<file path="src/rtl/matmul_pkg.sv">
// matmul_pkg: shared types and default widths for the matrix-multiply scheduler.
package matmul_pkg;
   localparam int DIM_W = 32;
   localparam int ADDR_W = 16;
   typedef enum logic [1:0] {IDLE, RUN, DRAIN, DONE} sched_state_t;
   typedef struct packed {
      logic valid;
      logic first;
      logic last;
      logic [ADDR_W-1:0] c_addr;
   } strobe_t;
endpackage

</file>
<file path="src/rtl/matmul_sched_delay.sv">
// sched_delay: strobe delay line across the memory and MAC stages, with sync clear.
module sched_delay import matmul_pkg::*; #(
   parameter int DEPTH = 5
) (
   input  logic    clk,
   input  logic    reset,
   input  strobe_t d,
   output strobe_t head,
   output strobe_t tail,
   output logic    pending
);
   strobe_t q [DEPTH];
   always_ff @(posedge clk) begin
      if (reset) begin
         for (int s = 0; s < DEPTH; s++) q[s] <= '0;
      end else begin
         q[0] <= d;
         for (int s = 1; s < DEPTH; s++) q[s] <= q[s-1];
      end
   end
   // The final stage is the write happening now; only earlier stages are still owed.
   always_comb begin
      pending = 1'b0;
      for (int s = 0; s < DEPTH - 1; s++) pending = pending | (q[s].valid & q[s].last);
   end
   assign head = q[0];
   assign tail = q[DEPTH-1];
endmodule

</file>
<file path="src/rtl/matmul_sched.sv">
// matmul_sched: i/j/k loop-nest scheduler issuing A/B reads, MAC strobes and C writes.
module matmul_sched #(
   parameter int DIM_W   = matmul_pkg::DIM_W,
   parameter int ADDR_W  = matmul_pkg::ADDR_W,
   parameter int MAC_LAT = 4
) (
   input  logic              clk,
   input  logic              reset,
   input  logic              start,
   input  logic [DIM_W-1:0]  num_i,
   input  logic [DIM_W-1:0]  num_j,
   input  logic [DIM_W-1:0]  num_k,
   input  logic              hold,
   output logic              busy,
   output logic              done,
   output logic              rd_en,
   output logic [ADDR_W-1:0] a_addr,
   output logic [ADDR_W-1:0] b_addr,
   output logic              mac_valid,
   output logic              mac_first,
   output logic              mac_last,
   output logic              c_we,
   output logic [ADDR_W-1:0] c_addr
);
   import matmul_pkg::*;
   localparam int PW = matmul_pkg::ADDR_W;
   localparam logic [ADDR_W-1:0] A1 = 1;
   localparam logic [DIM_W-1:0] D1 = 1;
   sched_state_t state, state_n;
   logic [DIM_W-1:0] ni, nj, nk, i, j, k;
   logic [ADDR_W-1:0] a_row, c_row, c_cur, nj_a, nk_a;
   logic k_last, j_last, i_last, issue, accept, dims_ok, pending;
   strobe_t d, head, tail;
   assign dims_ok = |num_i && |num_j && |num_k;
   assign accept = state == IDLE && start && dims_ok;
   assign issue = state == RUN && !hold;
   assign k_last = k == nk - D1;
   assign j_last = j == nj - D1;
   assign i_last = i == ni - D1;
   assign nj_a = ADDR_W'(nj);
   assign nk_a = ADDR_W'(nk);
   always_comb begin
      state_n = state;
      unique case (state)
         IDLE:  state_n = start ? (dims_ok ? RUN : DONE) : IDLE;
         RUN:   state_n = (issue && k_last && j_last && i_last) ? DRAIN : RUN;
         DRAIN: state_n = pending ? DRAIN : DONE;
         DONE:  state_n = IDLE;
      endcase
   end
   // Addresses advance incrementally: a/c from row bases, b by num_j strides.
   always_ff @(posedge clk) begin
      if (reset) begin
         state <= IDLE;
         {ni, nj, nk, i, j, k} <= '0;
         {a_row, c_row, c_cur, a_addr, b_addr} <= '0;
      end else begin
         state <= state_n;
         if (accept) begin
            ni <= num_i;
            nj <= num_j;
            nk <= num_k;
            {i, j, k} <= '0;
            {a_row, c_row, c_cur, a_addr, b_addr} <= '0;
         end else if (issue) begin
            if (!k_last) begin
               k <= k + D1;
               a_addr <= a_addr + A1;
               b_addr <= b_addr + nj_a;
            end else if (!j_last) begin
               k <= '0;
               j <= j + D1;
               a_addr <= a_row;
               b_addr <= ADDR_W'(j + D1);
               c_cur <= c_cur + A1;
            end else begin
               k <= '0;
               j <= '0;
               i <= i + D1;
               a_row <= a_row + nk_a;
               a_addr <= a_row + nk_a;
               b_addr <= '0;
               c_row <= c_row + nj_a;
               c_cur <= c_row + nj_a;
            end
         end
      end
   end
   assign d = '{valid: issue, first: k == '0, last: k_last, c_addr: PW'(c_cur)};
   sched_delay #(.DEPTH(MAC_LAT + 1)) u_delay (
      .clk(clk), .reset(reset), .d(d), .head(head), .tail(tail), .pending(pending)
   );
   assign busy = state != IDLE;
   assign done = state == DONE;
   assign rd_en = issue;
   assign mac_valid = head.valid;
   assign mac_first = head.valid & head.first;
   assign mac_last = head.valid & head.last;
   assign c_we = tail.valid & tail.last;
   assign c_addr = ADDR_W'(tail.c_addr);
endmodule

</file>
<file path="config.mk">
export PLATFORM = sky130hd
export DESIGN_NAME = matmul_sched
export DESIGN_NICKNAME = d
export VERILOG_FILES = /design/src/rtl/matmul_pkg.sv /design/src/rtl/matmul_sched_delay.sv /design/src/rtl/matmul_sched.sv
export SDC_FILE = /design/constraint.sdc
export NUM_CORES = 1
export LEC_CHECK = 0
export BUFFER_PORTS_ARGS = -buffer_cell sky130_fd_sc_hd__buf_2
export CORE_ASPECT_RATIO = 0.9
export CORE_MARGIN = 5
export CORE_UTILIZATION = 55
export DETAILED_ROUTE_END_ITERATION = 8
export HOLD_SLACK_MARGIN = 0.06
export PLACE_DENSITY = 0.74
export SLEW_MARGIN = 20
export SYNTH_ARGS = -nofsm -noshare
export SYNTH_HDL_FRONTEND = slang
export SYNTH_SLANG_ARGS = --single-unit
</file>
<file path="constraint.sdc">
create_clock -name clk -period 8.5 [get_ports clk]
set_clock_uncertainty 0.2 [all_clocks]
set_input_delay 1.275 -clock clk [delete_from_list [all_inputs] [get_ports clk]]
set_output_delay 1.275 -clock clk [all_outputs]
set_load 0.05 [all_outputs]
</file>
==> results.sh <==
export IMPL_synthFlopType="dfxtp_1"
export IMPL_report_final_slew_viol_count=0
export IMPL_r2r_cells=11
export IMPL_chipWidth_um=213
export IMPL_clk_pin_slew_worst_paths_ns=0.06
export IMPL_wl_mm=57.2
export IMPL_placementRows=67
export IMPL_max_vdd_ir_drop_mv=0.145
export IMPL_layout_setup_ws_ns=2.80
export IMPL_antenna_left=0
export IMPL_insertion_delay_ns=0.56
export IMPL_hp_class="register to register"
export IMPL_synth_top_family_by_area="simple AND/OR/NAND/NOR gates"
export IMPL_muxShareOfSynthArea=0.0614
export IMPL_die_area_um2=41100
export IMPL_path_class="register to register"
export IMPL_crit_start="nk[2]"
export IMPL_ys_ff_latch=365
export IMPL_io_pins=155
export IMPL_hold_buffers=0
export IMPL_ys_types=80
export IMPL_synthArstFlopShare=0
export IMPL_hold_depth=1
export IMPL_critPathSlowestCell="nand4_1"
export IMPL_n_fill_cell=3284
export IMPL_slew_headroom=0.332
export IMPL_finalHoldViolCount=0
export IMPL_ctsResizeCount=0
export IMPL_critPathLaunchType="register"
export IMPL_finalNonFillerCells=3047
export IMPL_max_clock_path_buffers=3
export IMPL_synth_cells=2477
export IMPL_tightest_slew_ns=0.988
export IMPL_endpoint_kind="register"
export IMPL_wl_per_cell_um=18.8
export IMPL_cpMostUsedCell="or4_1"
export IMPL_reg2reg_slack_ns=2.80
export IMPL_syn2layout_area_growth_pct=10.8
export IMPL_holdCritStartpoint="u_delay.q[3][15]"
export IMPL_synthSimpleGateAreaFrac=0.272
export IMPL_rr_endpoint="i[30]"
export IMPL_grt_start_max_net_pins=107
export IMPL_max_stage_delay_ns=0.78
export IMPL_synthAdderAreaFrac=0.0360
export IMPL_synth_area_top_cells="dfxtp_1 36%, mux2i_1 5.9%, xnor2_1 5.8%, nor2_1 4.8%, xor2_1 3.7%"
export IMPL_crit_family="simple AND/OR/NAND/NOR gates"
export IMPL_r2r_start="nk[2]"
export IMPL_setup_viol_count_final=0
export IMPL_crit_path_max_fanout=67
export IMPL_total_power_w=0.00408
export IMPL_hold_end="u_delay.q[4][15]"
export IMPL_path_buf_inv=1
export IMPL_synth_edff_count=0
export IMPL_finalWorstPathRequiredPeriod_ns=5.70
export IMPL_synth_top_cell_by_area="dfxtp_1"
export IMPL_cts_tree="yes"
export IMPL_yosysMostFrequentCell="dfxtp_1"
export IMPL_numCtsBuffers=39
export IMPL_worstPathCellList="nor3_2 -> nand4b_1 -> or4_1 -> a211oi_1 -> nand4_1 -> or4_1 -> nor4_2 -> buf_4 -> nand4_1 -> or4_1 -> a21oi_1"
export IMPL_fin_crit_sh=0.671
export IMPL_syn_area_um2=20400
export IMPL_pre_cts_slack_ns=2.89
export IMPL_first_pass_iters=6
export IMPL_drtIter0Drc=1524
export IMPL_antenna_found_initial=2
export IMPL_synth_compound_area_frac=0.134
export IMPL_track_usage=0.270
export IMPL_ctsHtreeMaxLevel=2
export IMPL_cts_setup_buffers=0
export IMPL_cts_root_buf="clkbuf_16"
export IMPL_dp_hpwl_mm=41.7
export IMPL_p_leak_nw=8.82
export IMPL_drive_gt1_frac=0.107
export IMPL_cp_arrival_ns=5.99
export IMPL_synth_common_cells="365 x dfxtp_1, 261 x nor2_1, 193 x nand2_1, 147 x a21oi_1, 135 x xnor2_1"
export IMPL_ys_seq_area_frac=0.357
export IMPL_syn_num_nets=2634
export IMPL_nets=2690
export IMPL_place_congestion=0.954
export IMPL_cts_sinks=365
export IMPL_chipHeight_um=193
export IMPL_syn_area_per_cell_um2=8.26
export IMPL_synth_xor_area_frac=0.0962
export IMPL_grt_pass1_vias=17600
export IMPL_drc=0
export IMPL_grt_remaining_overflow=0
export IMPL_num_vias=18400
export IMPL_core_area_um2=37000
export IMPL_required_ns=8.79
export IMPL_start_util=0.553
export IMPL_drv_cap=0
export IMPL_viasPerCell=6.04
export IMPL_grt_pass1_wl_mm=91.1
export IMPL_rsz0062_at_grt="no"
export IMPL_status="completed"
export IMPL_tns_ns=0
export IMPL_fmax_mhz=175
export IMPL_yosysWarningCount=0
export IMPL_dp_cells=2975
export IMPL_port_buffers=154
export IMPL_power_density_nw_per_um2=180
export IMPL_synth_top_area_frac=0.357
export IMPL_crit_cells=11
==> per-layer routing <==
layer | track usage | part of all wire | up-vias
li1 | - | - | 8932
met2 | 0.446 | 0.47 | 560
met5 | 0 | 0.00023 | -
met3 | 0.0418 | 0.054 | 135
met1 | 0.354 | 0.44 | 8770
met4 | 0.110 | 0.039 | 2
==> area by class of cell <==
class | instances | area, um2 | area share
clock buffer | 53 | 1100 | 0.0486
sequential | 365 | 7310 | 0.323
tap | 483 | 604 | 0.0267
multi-input combinational | 1902 | 12300 | 0.544
clock inverter | 18 | 223 | 0.00983
inverter | 56 | 210 | 0.00928
antenna | 1 | 2.50 | 0.000110
timing repair buffer | 169 | 893 | 0.0394
==> where the power goes <==
part	internal (W)	switching, W	total [W]
logic	0.000205	0.000317	0.000522
clock network	0.00104	0.000723	0.00176
registers	0.00174	0.0000548	0.00180
==> how the worst max path moves through the flow <==
stage	slack, ns	end
6_report	2.80	i[30]
5_1_grt	2.28	i[30]
4_1_cts	2.91	i[30]
3_5_place_dp	2.89	i[30]
3_3_place_gp	3.08	i[30]
2_1_floorplan	3.98	i[29]
==> cells by family after synthesis <==
group,after synthesis
simple gates,1059
compound gates,438
mux,125
buf+inv,210
fa+ha+maj,57
xor+xnor,223
flops,365
==> flip-flops by register name, indices dropped and copies added (netlist names), 32 cells and up <==
register	flops
u_delay.q	91
i	32
j	32
k	32
ni	32
nj	32
nk	32
==> through the flow <==
step,util,area (um2),hold WS [ns]
final,0.613,22700,0.234
after global routing,0.613,22600,0.253
after CTS,0.612,22600,0.237
after detailed placement,0.576,21300,0.222
after global placement,0.576,21300,0.217
after floorplan,-,20400,0.214
==> placed cells by master (no fill, tap or decap), drive strengths merged, types with 12 or more instances in the layout <==
cell,Yosys,routed
inv,56,57
and3,55,55
xor2,87,87
xnor2,135,135
nand4,38,38
o21ai,103,103
nor2,261,261
or3,47,47
o31ai,16,16
nor3,62,62
nand3b,18,18
nor2b,104,104
nor3b,14,14
buf,35,169
dfxtp,365,365
and2,18,18
nor4,74,74
mux2i,121,121
a211oi,25,25
clkbuf,119,53
a31oi,19,19
a21oi,147,147
nand2,193,193
nand3,83,83
ha,54,54
o21a,12,12
or4,31,31
==> worst register-to-register path: cells and delay by family, from the launching register on <==
family	cells	cell delay, ns
AOI/OAI and AO/OA	2	0.46
and+or+nand+nor	8	3.97
buffers and inverters	1	0.57
DFF	1	0.42
No activity file was read; power rests on OpenSTA's default activity.
